--- src/rtl/shiftreg_ctrl_pkg.sv ---
// ----------------------------------------------------------------------------
// shiftreg_ctrl_pkg
//   Shared definitions for the routing shift-register controller:
//   - controller state encoding (IDLE, LOW, HIGH, LATCH, DONE)
//   - clog2 helper used to size the phase, bit and latch counters
//   - default word width, spi_clk divider and latch hold length
// ----------------------------------------------------------------------------
package shiftreg_ctrl_pkg;

   // Default shift word width in bits.
   localparam int DEF_N            = 8;
   // Default clk cycles per spi_clk half-period.
   localparam int DEF_CLK_DIV      = 4;
   // Default clk cycles latch stays high after the last falling edge.
   localparam int DEF_LATCH_CYCLES = 2;

   typedef enum logic [2:0] {
      ST_IDLE  = 3'd0,
      ST_LOW   = 3'd1,
      ST_HIGH  = 3'd2,
      ST_LATCH = 3'd3,
      ST_DONE  = 3'd4
   } state_t;

   // Number of bits needed to hold values 0 .. value-1.
   function automatic int clog2(input int value);
      int result;
      result = 0;
      while ((1 << result) < value) begin
         result = result + 1;
      end
      return result;
   endfunction

endpackage : shiftreg_ctrl_pkg

--- src/rtl/spi_phase_timer.sv ---
// ----------------------------------------------------------------------------
// spi_phase_timer
//   Counts CLK_DIV clk cycles per spi_clk half-period and flags the last
//   cycle of each half-period. Shared by the LOW and HIGH phases.
//
// Ports:
//   clk       in   system clock
//   reset     in   synchronous, active-high reset
//   en        in   count while high (controller is in LOW or HIGH)
//   restart   in   force the count back to 0 so the next phase starts aligned
//   phase_end out  high on the last cycle of a half-period (combinational
//                  decode of the count, consumed by the controller's flops)
// ----------------------------------------------------------------------------
module spi_phase_timer
   import shiftreg_ctrl_pkg::*;
#(
   parameter int CLK_DIV = DEF_CLK_DIV
) (
   input  logic clk,
   input  logic reset,
   input  logic en,
   input  logic restart,
   output logic phase_end
);

   localparam int            PW   = clog2(CLK_DIV);
   localparam logic [PW-1:0] LAST = PW'(CLK_DIV - 1);

   logic [PW-1:0] cnt_q;
   logic [PW-1:0] cnt_d;

   always_comb begin
      cnt_d = cnt_q;
      if (restart) begin
         cnt_d = '0;
      end else if (en) begin
         // Wrap at the half-period boundary so LOW and HIGH chain seamlessly.
         cnt_d = (cnt_q == LAST) ? '0 : cnt_q + 1'b1;
      end
   end

   assign phase_end = en && !restart && (cnt_q == LAST);

   always_ff @(posedge clk) begin
      if (reset) begin
         cnt_q <= '0;
      end else begin
         cnt_q <= cnt_d;
      end
   end

endmodule : spi_phase_timer

--- src/rtl/shiftreg_ctrl.sv ---
// ----------------------------------------------------------------------------
// shiftreg_ctrl
//   SPI-style master for the MIDI switcher's serial routing shift registers.
//   Accepts an N-bit routing word on a start/ready handshake, shifts it out
//   MSB first on spi_mosi with a divided spi_clk, shifts spi_miso into a
//   receive buffer on the last cycle of every HIGH phase, then pulses latch
//   and reports completion with a one-cycle done.
//
// Ports:
//   clk       in   system clock, all logic on its rising edge
//   reset     in   synchronous, active-high reset (aborts any transfer)
//   start     in   transfer request, honoured only while ready=1
//   tx_data   in   [N] word to send, captured when start is accepted
//   ready     out  high while idle
//   done      out  one-cycle pulse once shifting and latch are complete
//   rx_data   out  [N] word shifted in from spi_miso, updated with done
//   spi_clk   out  serial clock, registered, idle low
//   spi_mosi  out  serial data to the chain's din
//   spi_miso  in   serial data from the chain's dout
//   latch     out  storage-register strobe, active high
//
// Timing: start accepted in cycle 0, LOW phases begin in cycle 1, done is
// high in cycle 2*CLK_DIV*N + LATCH_CYCLES + 1.
// ----------------------------------------------------------------------------
module shiftreg_ctrl
   import shiftreg_ctrl_pkg::*;
#(
   parameter int N            = DEF_N,
   parameter int CLK_DIV      = DEF_CLK_DIV,
   parameter int LATCH_CYCLES = DEF_LATCH_CYCLES
) (
   input  logic         clk,
   input  logic         reset,
   input  logic         start,
   input  logic [N-1:0] tx_data,
   output logic         ready,
   output logic         done,
   output logic [N-1:0] rx_data,
   output logic         spi_clk,
   output logic         spi_mosi,
   input  logic         spi_miso,
   output logic         latch
);

   localparam int            BW       = clog2(N);
   localparam int            LW       = clog2(LATCH_CYCLES + 1);
   localparam logic [BW-1:0] BIT_LAST = BW'(N - 1);
   localparam logic [LW-1:0] LAT_LAST = LW'(LATCH_CYCLES - 1);

   // Control state and registered outputs.
   state_t        state_q,    state_d;
   logic          spi_clk_q,  spi_clk_d;
   logic          spi_mosi_q, spi_mosi_d;
   logic          latch_q,    latch_d;
   logic          done_q,     done_d;
   logic          ready_q,    ready_d;
   logic [N-1:0]  rx_data_q,  rx_data_d;
   logic [BW-1:0] bit_cnt_q,  bit_cnt_d;
   logic [LW-1:0] lat_cnt_q,  lat_cnt_d;

   // Shift buffers (data only, never reset).
   // tx_buf holds the bits still to be sent after the one on spi_mosi,
   // so its MSB is always the next bit to present.
   logic [N-1:0]  tx_buf_q,   tx_buf_d;
   logic [N-1:0]  rx_buf_q,   rx_buf_d;

   logic          phase_en;
   logic          phase_end;

   assign phase_en = (state_q == ST_LOW) || (state_q == ST_HIGH);

   spi_phase_timer #(
      .CLK_DIV (CLK_DIV)
   ) u_phase_timer (
      .clk       (clk),
      .reset     (reset),
      .en        (phase_en),
      .restart   (!phase_en),
      .phase_end (phase_end)
   );

   always_comb begin
      state_d    = state_q;
      spi_clk_d  = spi_clk_q;
      spi_mosi_d = spi_mosi_q;
      latch_d    = latch_q;
      done_d     = done_q;
      ready_d    = ready_q;
      rx_data_d  = rx_data_q;
      bit_cnt_d  = bit_cnt_q;
      lat_cnt_d  = lat_cnt_q;
      tx_buf_d   = tx_buf_q;
      rx_buf_d   = rx_buf_q;

      case (state_q)
         ST_IDLE: begin
            if (start) begin
               spi_mosi_d = tx_data[N-1];
               tx_buf_d   = {tx_data[N-2:0], 1'b0};
               bit_cnt_d  = BIT_LAST;
               ready_d    = 1'b0;
               state_d    = ST_LOW;
            end
         end

         ST_LOW: begin
            if (phase_end) begin
               spi_clk_d = 1'b1;
               state_d   = ST_HIGH;
            end
         end

         ST_HIGH: begin
            if (phase_end) begin
               // Sample as late as possible in HIGH, just before the fall.
               rx_buf_d  = {rx_buf_q[N-2:0], spi_miso};
               spi_clk_d = 1'b0;
               if (bit_cnt_q != '0) begin
                  bit_cnt_d  = bit_cnt_q - 1'b1;
                  spi_mosi_d = tx_buf_q[N-1];
                  tx_buf_d   = {tx_buf_q[N-2:0], 1'b0};
                  state_d    = ST_LOW;
               end else begin
                  spi_mosi_d = 1'b0;
                  latch_d    = 1'b1;
                  lat_cnt_d  = LAT_LAST;
                  state_d    = ST_LATCH;
               end
            end
         end

         ST_LATCH: begin
            if (lat_cnt_q == '0) begin
               latch_d   = 1'b0;
               done_d    = 1'b1;
               rx_data_d = rx_buf_q;
               state_d   = ST_DONE;
            end else begin
               lat_cnt_d = lat_cnt_q - 1'b1;
            end
         end

         ST_DONE: begin
            done_d  = 1'b0;
            ready_d = 1'b1;
            state_d = ST_IDLE;
         end

         default: begin
            spi_clk_d  = 1'b0;
            spi_mosi_d = 1'b0;
            latch_d    = 1'b0;
            done_d     = 1'b0;
            ready_d    = 1'b1;
            state_d    = ST_IDLE;
         end
      endcase
   end

   always_ff @(posedge clk) begin
      if (reset) begin
         state_q    <= ST_IDLE;
         spi_clk_q  <= 1'b0;
         spi_mosi_q <= 1'b0;
         latch_q    <= 1'b0;
         done_q     <= 1'b0;
         ready_q    <= 1'b1;
         rx_data_q  <= '0;
         bit_cnt_q  <= '0;
         lat_cnt_q  <= '0;
      end else begin
         state_q    <= state_d;
         spi_clk_q  <= spi_clk_d;
         spi_mosi_q <= spi_mosi_d;
         latch_q    <= latch_d;
         done_q     <= done_d;
         ready_q    <= ready_d;
         rx_data_q  <= rx_data_d;
         bit_cnt_q  <= bit_cnt_d;
         lat_cnt_q  <= lat_cnt_d;
      end
   end

   always_ff @(posedge clk) begin
      tx_buf_q <= tx_buf_d;
      rx_buf_q <= rx_buf_d;
   end

   assign ready    = ready_q;
   assign done     = done_q;
   assign rx_data  = rx_data_q;
   assign spi_clk  = spi_clk_q;
   assign spi_mosi = spi_mosi_q;
   assign latch    = latch_q;

endmodule : shiftreg_ctrl
--- config.mk ---
export PLATFORM = sky130hd
export DESIGN_NAME = shiftreg_ctrl
export DESIGN_NICKNAME = d
export VERILOG_FILES = /design/src/rtl/shiftreg_ctrl_pkg.sv /design/src/rtl/spi_phase_timer.sv /design/src/rtl/shiftreg_ctrl.sv
export SDC_FILE = /design/constraint.sdc
export NUM_CORES = 1
export LEC_CHECK = 0
export CAP_MARGIN = 20
export CORE_ASPECT_RATIO = 1.75
export CORE_MARGIN = 2
export CORE_UTILIZATION = 45
export CTS_CLUSTER_DIAMETER = 80
export DETAILED_ROUTE_END_ITERATION = 8
export PLACE_DENSITY_LB_ADDON = 0.1
export SYNTH_ARGS = -nofsm -noshare
export SYNTH_HDL_FRONTEND = slang
export SYNTH_SLANG_ARGS = --single-unit
--- constraint.sdc ---
create_clock -name clk -period 3.7 [get_ports clk]
set_clock_uncertainty 0.05 [all_clocks]
set_input_delay 0.37 -clock clk [delete_from_list [all_inputs] [get_ports clk]]
set_output_delay 0.37 -clock clk [all_outputs]
set_load 0.01 [all_outputs]
**Word level (Yosys, flattened, before mapping)**

Index checks and enable logic that the tools add are counted.

- Add/subtract/negate cells: 3
- $mul: 0
- Divide/modulo/power cells: 0
- $lt $le $gt $ge: 0
- Equality and inequality tests: 12
- Shifts and indexed selects: 0
- Muxes and demuxes: 33
- Bitwise operators: 6
- Reductions and logical operators: 23

Operators with widths:

| cell | count |
|---|---|
| $mux 8 | 3 |
| $mux 3 | 7 |
| $reduce_or 3->1 | 6 |
| $pmux 8 s2 | 1 |
| $reduce_and 4->1 | 4 |
| $ne 2x2->1 const B | 6 |
| $pmux 3 s4 | 1 |
| $mux 1 | 10 |
| $pmux 1 s3 | 3 |
| $mux 2 | 4 |
| $reduce_and 2->1 | 4 |
| $eq 3x2->1 const B | 2 |
| $not 1->1 | 6 |
| $pmux 3 s2 | 1 |
| $reduce_and 3->1 | 2 |
| $pmux 1 s2 | 2 |
| $pmux 2 s2 | 1 |
| $reduce_bool 2->1 | 2 |
| $eq 3x1->1 const B | 1 |
| $eq 3x3->1 const B | 1 |
| $logic_not 3->1 | 1 |
| $reduce_bool 3->1 | 1 |
| $sub 3x1->3 const B | 1 |
| $add 2x1->2 const B | 1 |
| 6 further kinds | 6 |

- Register bits after elaboration: 39
- Latch bits: 0
- RAM bits: 0
- ROM bits: 0
- Input port bits: 12
- Output and inout bits: 13
- Word-level logic and storage cells: 89
- Memories: 0

**Depth between registers and ports, before layout**

Gate-level depths: netlist (run 1).

- Depth in word-level cells: 5
- Gate-level depth with buffers: 7
- Mapped depth without buffers: 6

**Modules after synthesis**

A second synthesis (run 1) with hierarchy kept.

- Cell total of the unflattened synthesis: 154
- Area total of the unflattened synthesis: 1,637.8 µm²

By module, submodules not included:

| module | instances | cells each | area an instance (µm²) | sequential area each (µm²) |
|---|---|---|---|---|
| shiftreg_ctrl | 1 | 145 | 1,534.0 | 870.8 |
| spi_phase_timer | 1 | 9 | 103.8 | 40.0 |

**Worst setup path after synthesis (run 1)**

No wires, ideal clock.

- Kind: flip-flop to flip-flop
- Start point: register state_q[2]
- End point: register bit_cnt_q[2]
- Setup time: 117 ps
- Arrival time: 1,464 ps
- Required time: 3,533 ps
- Setup slack: 2,069 ps
- Stages on the path, launching flop included: 6
- Buffers on the path: 1
- Period minus slack after synthesis: 1,631 ps
- Path through: dfxtp_1 > buf_2 > nand2b_1 > nor2_1 > nand2_1 > a32o_1

- Cells in the longest elaborated chain, start to end: 5
- Elaborated cells on any way between the ends: 11
- Classes of those cells: eq/ne (5); mux (1); reduce/logical (5)

Ends and longest elaborated chain:

| item | line | source |
|---|---|---|
| start: declaration | shiftreg_ctrl.sv:51 | `state_t state_q, state_d;` |
| start signal: assignment | shiftreg_ctrl.sv:172 | `state_q <= state_d;` |
| $eq 3x1->1 or $eq 3x2->1 (tied branches) | shiftreg_ctrl.sv:70, shiftreg_ctrl.sv:95 |  |
| $logic_or 1x1->1 | shiftreg_ctrl.sv:70 | `assign phase_en = (state_q == ST_LOW) \|\| (state_q == ST_HIGH);` |
| $logic_and 1x1->1 | spi_phase_timer.sv:42 | `assign phase_end = en && !restart && (cnt_q == LAST);` |
| $ne 2x2->1 (no source line) | - |  |
| $reduce_and 4->1 (no source line) | - |  |
| end signal: assignment | shiftreg_ctrl.sv:179 | `bit_cnt_q <= bit_cnt_d;` |
| end: declaration | shiftreg_ctrl.sv:58 | `logic [BW-1:0] bit_cnt_q, bit_cnt_d;` |

Several ways; a longest one is shown, not always the timed one.
A chain may end at the register's enable or synchronous reset.

**Worst setup path after layout (run 1)**

- Start point: register state_q[1]
- End point: register bit_cnt_q[2]

The elaborated chain is that of the path after synthesis.

==> metrics.md, run 1 <==
| Metric | Value |
|---|---|
| Rows | 29 |
| Final period util | 0.552 |
| IO Port Bufs | 24 |
| Overall power | 0.000910 W |
| Arrival @ worst endpoint | 2.17 ns |
| Vias in the first global route | around 1200 |
| # IOs | 25 |
| Main combinational cell family by area after synthesis | simple AND/OR/NAND/NOR gates |
| Synthesized flop and latch total | 38 |
| Area Overhead vs Synth | 20.5% |
| Net switching power | 0.000238 W |
| WL/cell | around 13 um |
| Post-CTS setup buffer count | 0 |
| H-Tree Depth | 2 |
| GP Congestion | 0.788 |
| Die Height | 84.1 um |
| # diodes | 0 |
| Synth cell types | 36 |
| Start of the worst register-to-register path | state_q[1] |
| Seq pwr share | 0.549 |
| Clk slew on worst S/H paths | 0.07 ns |
| CP Capture Type | register |
| Fin area | 1990 um2 |
| DP Area | 1900 um2 |
| Reg-to-reg slack, setup | 1.66 ns |
| Slew Viols, Final | 0 |
| Die W | 49.8 um |
| Sequential area share after synthesis | 0.552 |
| Final hold viol count | 0 |
| Cell area power density | 458 nW/um2 |
| Netlist Area Pre-Place | 1650 um2 |
| Maximum fanout along the worst path | 19 |
| Die area | 4180 um2 |
| Cell at the slowest stage of the critical path | dfxtp_1 |
| Comb power frac | 0.159 |
| CTS Buffer Depth | 2 |
| Fin Setup TNS | 0 ns |
| DR vias | 1188 |
| Simple-gate share of the synthesized area | 0.189 |
| Least-Margin Pin Slew | ~0.76 ns |
| EDFF count, synth | 15 |
| Final HPWL DP | between 2 and 2.5 mm |
| Clock share of power | 0.292 |
| Synthesized Nets | 175 |
| Drt via density | 5.19 |
| Reg2reg path depth | 4 |
| Clk_lat worst skew | 0.28 ns |
| Worst setup SP type | register |
| Antenna violations before repair | 0 |
| Slew margin rel. | 0.494 |
| Fillers | 345 |
| Tot GR Track Use | 0.161 |
| Top Family by Delay on Critical Path | simple AND/OR/NAND/NOR gates |
| Nets | 198 |
| DR DRC count | 0 |
| Crit-path cells | nand2b_1, nor2_1, nand2_1, a32o_1 |
| Setup CP Type | reg2reg |
| Max Cap Viol | 0 |
| Syn Area/Cell | 10.4 um2 |
| CP Buf/Inv Count | 0 |
| Final setup fails | 0 |
| Initial Util | 0.464 |
| Initial drt markers | 19 |
| CP peak stage delay | 0.68 ns |
| Post-Synth XOR/XNOR Area | 0.00531 |
| Switch share | 0.261 |
| Static Leak | between 0.6 and 0.7 nW |
| Status | finished clean |
| RSZ-0062 raised after global routing | no |
| Ys flop type | dfxtp_1 |
| CTS Sinks | 38 |
| CTS tree | yes |
| Worst setup path end | bit_cnt_q[2] |
| GRT Residual Overflow | 0 |
| Root Driver | clkbuf_8 |
| DRT Wirelength | 3.08 mm |
| Worst Path Required | ~3.8 ns |
| VDD IR max | 0.336 mV |
| WP depth | 4 |
| Internal power | approximately 0.00067 W |
| Post_cts resized | 0 |
| Pre-antenna DRT Iters | 4 |
| Adder-cell share of the synthesized area | 0.0303 |
| Mapped Cells | 159 |
| Launch point of the critical path | state_q[1] |
| Num CTS Buffers | 5 |
| Hold path depth | 1 |
| Post-synthesis mux area share | 0.0592 |
| CORE AREA | 3560 um2 |
| Largest net degree at the start of global routing | 21 |
| Seq. cell area | 911 um2 |
| Share of cells above drive strength 1 | 0.0874 |
| Synth Area in Compound Gates | 0.118 |
| Asr flop ratio synth | 0 |
| CTS Hold Buffers Added | 0 |
| Multi-input gate area | 663 um2 |
| Highest clock rate | 489 MHz |
| Remaining antenna violation count | 0 |
| Tmin final | 2.04 ns |
| FF-to-FF End | bit_cnt_q[2] |
| First-pass GRT wire length | 5.15 mm |
| Yosys Warn Count | 0 |
| HP Class | reg2reg |
-- cell families after synthesis --
| group | count (synthesis) |
|---|---|
| buffers and inverters | 16 |
| and+or+nand+nor | 59 |
| AOI/OAI and AO/OA | 32 |
| muxes | 9 |
| DFF | 38 |
| adders and majority gates | 4 |
| xor gates and xnor gates | 1 |
-- Yosys cell counts, types with 2 or more instances --
| cell | number | area, um2 |
|---|---|---|
| o22ai_1 | 2 | 12.5 |
| buf_2 | 3 | 15.0 |
| inv_1 | 8 | 30.0 |
| clkbuf_1 | 2 | 7.51 |
| edfxtp_1 | 15 | 450 |
| dfxtp_1 | 23 | 460 |
| nor2_1 | 8 | 30.0 |
| nor3_1 | 5 | 25.0 |
| nor2b_1 | 3 | 18.8 |
| and2_1 | 3 | 18.8 |
| nand2b_1 | 7 | 43.8 |
| mux2i_1 | 3 | 30.0 |
| a31oi_1 | 2 | 12.5 |
| o21ai_0 | 6 | 30.0 |
| o21a_1 | 3 | 22.5 |
| nand3_1 | 3 | 15.0 |
| a21oi_1 | 13 | 65.1 |
| mux2_2 | 6 | 67.6 |
| nor4bb_1 | 2 | 20.0 |
| nand2_1 | 23 | 86.3 |
| ha_1 | 4 | 50.1 |
-- metrics by stage --
step | worst slack [ns] | hold slack, ns | utilization | cells
floorplan | 2.07 | 0.357 | - | 159
global placement | 1.73 | 0.367 | 0.535 | 221
detailed placement | 1.62 | 0.385 | 0.535 | 221
CTS | 1.63 | 0.408 | 0.559 | 229
global route | 1.47 | 0.415 | 0.559 | 229
finish | 1.66 | 0.408 | 0.559 | 229
-- cell usage in the layout, fill, tap and decap left out, types with 2 or more instances in the layout --
| cell | netlist | layout |
|---|---|---|
| and2_1 | 3 | 3 |
| mux2_2 | 6 | 6 |
| edfxtp_1 | 15 | 15 |
| nor2b_1 | 3 | 3 |
| clkdlybuf4s50_1 | 0 | 24 |
| a21oi_1 | 13 | 13 |
| o21a_1 | 3 | 3 |
| mux2i_1 | 3 | 3 |
| o21ai_0 | 6 | 6 |
| a31oi_1 | 2 | 2 |
| nand2_1 | 23 | 23 |
| inv_1 | 8 | 8 |
| nor2_1 | 8 | 8 |
| nor3_1 | 5 | 5 |
| clkbuf_8 | 0 | 5 |
| nor4bb_1 | 2 | 2 |
| o22ai_1 | 2 | 2 |
| nand3_1 | 3 | 3 |
| nand2b_1 | 7 | 7 |
| dfxtp_1 | 23 | 23 |
| ha_1 | 4 | 4 |
-- layout make-up --
cell class	count	share of cell area
multi-input combinational	105	0.334
inverter	8	0.0151
sequential	38	0.458
clock inverter	3	0.00819
clock buffer	5	0.0346
tap	46	0.0290
timing repair buffer	24	0.121
-- power groups by stage --
stage          clock (W)  combinational (W)  sequential [W]
6_report        0.000266           0.000145        0.000500
5_1_grt         0.000295           0.000162        0.000504
4_1_cts         0.000277           0.000147        0.000500
3_5_place_dp           0           0.000146        0.000509
3_3_place_gp           0           0.000142        0.000507
2_1_floorplan          0           0.000114        0.000494
-- worst min-delay path by stage --
stage	end	from	slack [ns]
after detailed placement	rx_buf_q[2]	rx_buf_q[1]	0.38
after global routing	u_phase_timer.cnt_q[0]	u_phase_timer.cnt_q[0]	0.41
after CTS	u_phase_timer.cnt_q[0]	u_phase_timer.cnt_q[0]	0.41
after global placement	u_phase_timer.cnt_q[0]	u_phase_timer.cnt_q[0]	0.37
after floorplan	u_phase_timer.cnt_q[0]	u_phase_timer.cnt_q[0]	0.36
final	u_phase_timer.cnt_q[0]	u_phase_timer.cnt_q[0]	0.41
-- state kept, by name, indices dropped and copies added, names as in the netlist --
| signal | cells |
|---|---|
| bit_cnt_q | 3 |
| done | 1 |
| lat_cnt_q | 2 |
| latch | 1 |
| ready | 1 |
| rx_buf_q | 8 |
| rx_data | 8 |
| spi_clk | 1 |
| spi_mosi | 1 |
| state_q | 3 |
| tx_buf_q | 7 |
| u_phase_timer.cnt_q | 2 |
-- worst register-to-register path, stage by stage, from the launching register on --
cell and delay (ns):
dfxtp_1 0.68, nand2b_1 0.24, nor2_1 0.59, nand2_1 0.11, a32o_1 0.27
-- per-layer routing --
metal,up-vias,global-route usage,wire length [um]
li1,597,-,-
met1,553,0.165,1240
met2,32,0.286,1670
met3,6,0.0502,133
met4,0,0.0758,45
met5,-,0,0
Note: power is estimated with default switching activity, not from simulation.
==> run 2: changes to the inputs <==
==> constraint.sdc (replaced) <==
create_clock -name clk -period 2.13 [get_ports clk]
set_clock_uncertainty 0.05 [all_clocks]
set_input_delay 0.213 -clock clk [delete_from_list [all_inputs] [get_ports clk]]
set_output_delay 0.213 -clock clk [all_outputs]
set_load 0.01 [all_outputs]
==> metrics.md, run 2 (synthesis results as in run 1) <==
| Metric | Value |
|---|---|
| Status | finished clean |
| Placed cells | 226 (+2.3%) |
| Most common library cell in the layout ignoring fill and taps | clkdlybuf4s50_1 |
| Cell at the slowest stage of the critical path | dfxtp_1 |
| Maximum fanout along the worst path | 10 (-9) |
| Worst Path Required | 2.26 ns (-1.57 ns) |
| Remaining antenna violation count | 0 (unchanged) |
| IO Port Bufs | 24 (unchanged) |
| Final setup fails | 0 (unchanged) |
| CP peak stage delay | 0.33 ns (-0.35 ns) |
| WL/cell | 13.8 um (+2.7%) |
| Largest net degree at the start of global routing | 13 (-38%) |
| CTS Buffer Depth | 2 (unchanged) |
| Tmin final | 1.83 ns (-0.215 ns) |
| DR DRC count | 0 (unchanged) |
| Fin area | 2030 um2 (+2.1%) |
| Worst setup SP type | register |
| WP depth | 6 (+2) |
| HP Start | u_phase_timer.cnt_q[0] |
| Worst setup path end | bit_cnt_q[2] |
| CTS tree | yes |
| DR vias | 1231 (+3.6%) |
| Final core utilization | 0.571 (+0.0120) |
| # IOs | 25 (unchanged) |
| Most frequent cells in the layout | clkdlybuf4s50_1, nand2_1, dfxtp_1 |
| Final hold viol count | 0 (unchanged) |
| CTS Sinks | 38 (unchanged) |
| Launch point of the critical path | bit_cnt_q[0] |
| Die Height | 84.1 um (unchanged) |
| Antenna violations before repair | 0 (unchanged) |
| Slew margin rel. | 0.678 (+0.184) |
| Initial drt markers | 31 (+12) |
| Tot GR Track Use | 0.178 (+0.0175) |
| Reg-to-reg slack, setup | 0.30 ns (-1.36 ns) |
| Drt via density | 5.26 (+1.4%) |
| Post-CTS setup buffer count | 0 (unchanged) |
| Start of the worst register-to-register path | bit_cnt_q[0] |
| Clk_lat worst skew | 0.29 ns (about the same) |
| Static Leak | 0.704 nW (+4.5%) |
| Max Cap Viol | 0 (unchanged) |
| CTS Hold Buffers Added | 0 (unchanged) |
| Reg2reg path depth | 6 (+2) |
| H-Tree Depth | 2 (unchanged) |
| Initial Util | 0.464 (unchanged) |
| # diodes | 0 (unchanged) |
| Vias in the first global route | 1286 (+6.9%) |
| Top Family by Delay on Critical Path | simple AND/OR/NAND/NOR gates |
| VDD IR max | 0.523 mV (+56%) |
| Die W | 49.8 um (unchanged) |
| Pre-antenna DRT Iters | 6 (+2) |
| Setup CP Type | reg2reg |
| Final HPWL DP | 2.48 mm (+7.1%) |
| First-pass GRT wire length | 5.68 mm (+10%) |
| Clk slew on worst S/H paths | 0.07 ns (about the same) |
| Highest clock rate | 547 MHz (+12%) |
| Root Driver | clkbuf_8 |
| Post_cts resized | 0 (unchanged) |
| Final period util | 0.859 (+0.306) |
| Cell area power density | 801 nW/um2 (+75%) |
| DRT Wirelength | 3.23 mm (+5.0%) |
| CP Capture Type | register |
| Num CTS Buffers | 5 (unchanged) |
| HP Class | reg2reg |
| DP Area | 1940 um2 (+2.0%) |
| Area Overhead vs Synth | 23.1% |
| Least-Margin Pin Slew | 0.481 ns (-0.276 ns) |
| Fin cells | 234 (+2.2%) |
| Fin Setup TNS | 0 ns (unchanged) |
| Slew Viols, Final | 0 (unchanged) |
| CORE AREA | 3560 um2 (unchanged) |
| Rows | 29 (unchanged) |
| Share of cells above drive strength 1 | 0.106 (+0.0190) |
| Die area | 4180 um2 (unchanged) |
| RSZ-0062 raised after global routing | no |
| Nets | 203 (+2.5%) |
| GP Congestion | 0.860 (+9.2%) |
| Arrival @ worst endpoint | 1.96 ns (-0.21 ns) |
| CP Buf/Inv Count | 1 (+1) |
| Hold path depth | 1 (unchanged) |
| Crit-path cells | inv_1, ha_1, nor2b_1, o22ai_1, and2_1, a32o_1 |
| FF-to-FF End | bit_cnt_q[2] |
| GRT Residual Overflow | 0 (unchanged) |
[run 2: worst register-to-register path, cell delays in order, from the launching register on]
cell and delay (ns):
dfxtp_1 0.33, inv_1 0.09, ha_1 0.19, nor2b_1 0.33, o22ai_1 0.14, and2_1 0.32, a32o_1 0.28
[run 2: per-layer routing]
metal,wire length [um],share of wire,GRT usage
met2,1840,0.57,0.328
met3,125,0.039,0.0394
met4,51,0.016,0.0934
met5,0,0,0
met1,1210,0.38,0.178
[run 2: final cells by class]
type	count	area (um2)
clock buffers	8	90.1
flip-flops and latches	38	911
inverters	8	30.0
repair buffers	29	278
well taps	46	57.6
multi-input cells	105	663
fillers	358	1530
[run 2: worst min path at each step]
stage	slack [ns]	endpoint
2_1_floorplan	0.26	rx_buf_q[0]
3_3_place_gp	0.37	u_phase_timer.cnt_q[0]
3_5_place_dp	0.38	u_phase_timer.cnt_q[0]
4_1_cts	0.39	u_phase_timer.cnt_q[0]
5_1_grt	0.42	rx_buf_q[0]
6_report	0.38	u_phase_timer.cnt_q[0]
[run 2: per-stage QoR]
step | worst slack, ns | total power [W] | hold WS [ns]
after floorplan | 0.499 | 0.00106 | 0.262
after global placement | 0.428 | 0.00114 | 0.366
after detailed placement | 0.298 | 0.00115 | 0.380
after CTS | 0.285 | 0.00165 | 0.390
after global routing | 0.164 | 0.00172 | 0.421
final | 0.301 | 0.00163 | 0.383
[run 2: power by group]
part	leakage [nW]	switching [W]	total (W)	internal (W)
registers	0.326	0.0000405	0.000855	0.000814
logic	0.333	0.000140	0.000280	0.000140
clock network	0.0455	0.000228	0.000492	0.000264
==> run 3: changes to the inputs <==
--- a/config.mk
+++ b/config.mk
@@ -5,6 +5,7 @@
 export SDC_FILE = /design/constraint.sdc
 export NUM_CORES = 1
 export LEC_CHECK = 0
+export ABC_CLOCK_PERIOD_IN_PS = 2130
 export CAP_MARGIN = 20
 export CORE_ASPECT_RATIO = 1.75
 export CORE_MARGIN = 2
==> results of run 3 <==
Final layout, timing and power as in run 2 (identical DEF).
==> patch, RTL diff (settings of run 2) <==
Change the package constant `DEF_CLK_DIV` from 4 to 2.
--- a/src/rtl/shiftreg_ctrl_pkg.sv
+++ b/src/rtl/shiftreg_ctrl_pkg.sv
@@ -11,5 +11,5 @@
    localparam int DEF_N            = 8;
    // Default clk cycles per spi_clk half-period.
-   localparam int DEF_CLK_DIV      = 4;
+   localparam int DEF_CLK_DIV      = 2;
    // Default clk cycles latch stays high after the last falling edge.
    localparam int DEF_LATCH_CYCLES = 2;
Behaviour: not the same (Yosys sat finds a counterexample within 4 cycles, from zero or initial values and one cycle with reset high).
==> patch against run 2 <==
Wire length fell by 11%. Sequential cell count is 1 lower. Worst setup slack improved by 120 ps. Cell area shrank 2.9%. Power decreased by 10%. Non-clock buffer count is 1 lower. Area after synthesis is 2.7% lower. Critical path depth decreased by 4. Fmax is 6.8% higher.
==> patch: results (changes against run 2) <==
[synth]
synthMuxAreaShare_pct=6.16  ; +0.24 points
synth_compound_area_share_pct=12.3  ; +0.48 points
synth_fp_nets=161  ; -8.0%
synth_top_cells_by_area=edfxtp_1 28%, dfxtp_1 27%, mux2_2 4.9%
async_flop_share_pct=0  ; unchanged
syn-instance-count=146  ; -8.2%
ys_seq_area_share_pct=55.5  ; +0.26 points
synth_fa_ha_area_share_pct=2.34  ; -0.70 points
synth_cell_types=41  ; +14%
synth_common_cells=22 x dfxtp_1, 20 x nand2_1, 15 x a21oi_1, 15 x edfxtp_1
synthXorXnorAreaFrac_pct=0.546  ; +0.014 points

[worst_setup_path]
path_max_fanout=15  ; +5
cp-endpoint=tx_buf_q[4]
path_delay_family=simple AND/OR/NAND/NOR gates
start_kind=flop
arrival_ps=1710  ; -250 ps
r2r_setup_slack_ps=420  ; +120 ps
max_stage_delay_ps=550  ; +220 ps
cp_slowest_cell=nor3b_4
r2r_cells=2  ; -4
r2r-start=state_q[2]

[status]
status=finished, final reports clean

[grt]
use_met2_pct=27.4  ; -5.5 points
grt_max_degree=20  ; +7
use_met3_pct=4.86  ; +0.91 points
grt_first_pass_wirelength_um=5020  ; -12%
grt_pass1_vias=1131  ; -12%
grt_use_met1_pct=16.5  ; -1.3 points
grt_usage_pct=16.1  ; -1.7 points

[power_and_ir_drop]
leakage_uw=0.000668  ; -5.1%
clkPwrFrac_pct=33.7  ; +3.5 points
seq_power_share_pct=54.3  ; +1.7 points
p_per_area_nw_per_um2=739  ; -7.8%
power.internal_uw=1090  ; -10%
peakVddDrop_v=0.000593  ; +13%

[sta]
hold_slack_ps=407  ; +24.0 ps
slew_headroom_pct=64.3  ; -3.6 points
fmax_mhz=584  ; +6.8%

[min_path]
hp-start=rx_data[5]
hold_depth=2  ; +1
hold_end=rx_data[5]

[layout]
drive_above_1_share_pct=13.2  ; +2.6 points
fin_cells=219  ; -6.4%
nets=188  ; -7.4%

[place]
routabilityCongestion=0.825  ; -4.1%
hpwlAfterDp_um=2160  ; -13%
place_ws_ps=404  ; +106 ps
dp.cells=211  ; -6.6%
dpl_cell_area_sq_um=1880  ; -3.0%

[route]
wl_met3_um=111  ; -11%
topRoutingLayerUsed=met4
first_pass_iters=4  ; -2
drt-met1-wl_um=1130  ; -7.2%
wl_met2_um=1540  ; -16%
routed_wl_um=2890  ; -11%
num_vias=1140  ; -7.4%
drtIter0Drc=28  ; -9.7%

[clock_tree]
clock_latency_ps=300
clk_pin_slew_ps=80

-- patch: cell types whose count changed after synthesis, moves of 2 or more --
| cell | run 2 | this run |
|---|---|---|
| nor2_1 | 8 | 5 |
| o21ai_0 | 6 | 2 |
| o22ai_1 | 2 | 0 |
| nand2_1 | 23 | 20 |
| o21a_1 | 3 | 1 |
| nand3_1 | 3 | 1 |
| nor4bb_1 | 2 | 0 |
| a311oi_1 | 0 | 2 |
| nor3_1 | 5 | 3 |
| a21oi_1 | 13 | 15 |
| nand3b_1 | 1 | 4 |
| nand2b_1 | 7 | 4 |
-- patch: area by class of cell --
type / instances / area (sq um)
Clock buffer: 5 / 68.8
Inverter: 7 / 26.3
Tap cell: 45 / 56.3
Timing Repair Buffer: 28 / 270
Clock inverter: 3 / 21.3
Sequential cell: 37 / 891
Fill cell: 327 / 1430
Multi-Input combinational cell: 94 / 637
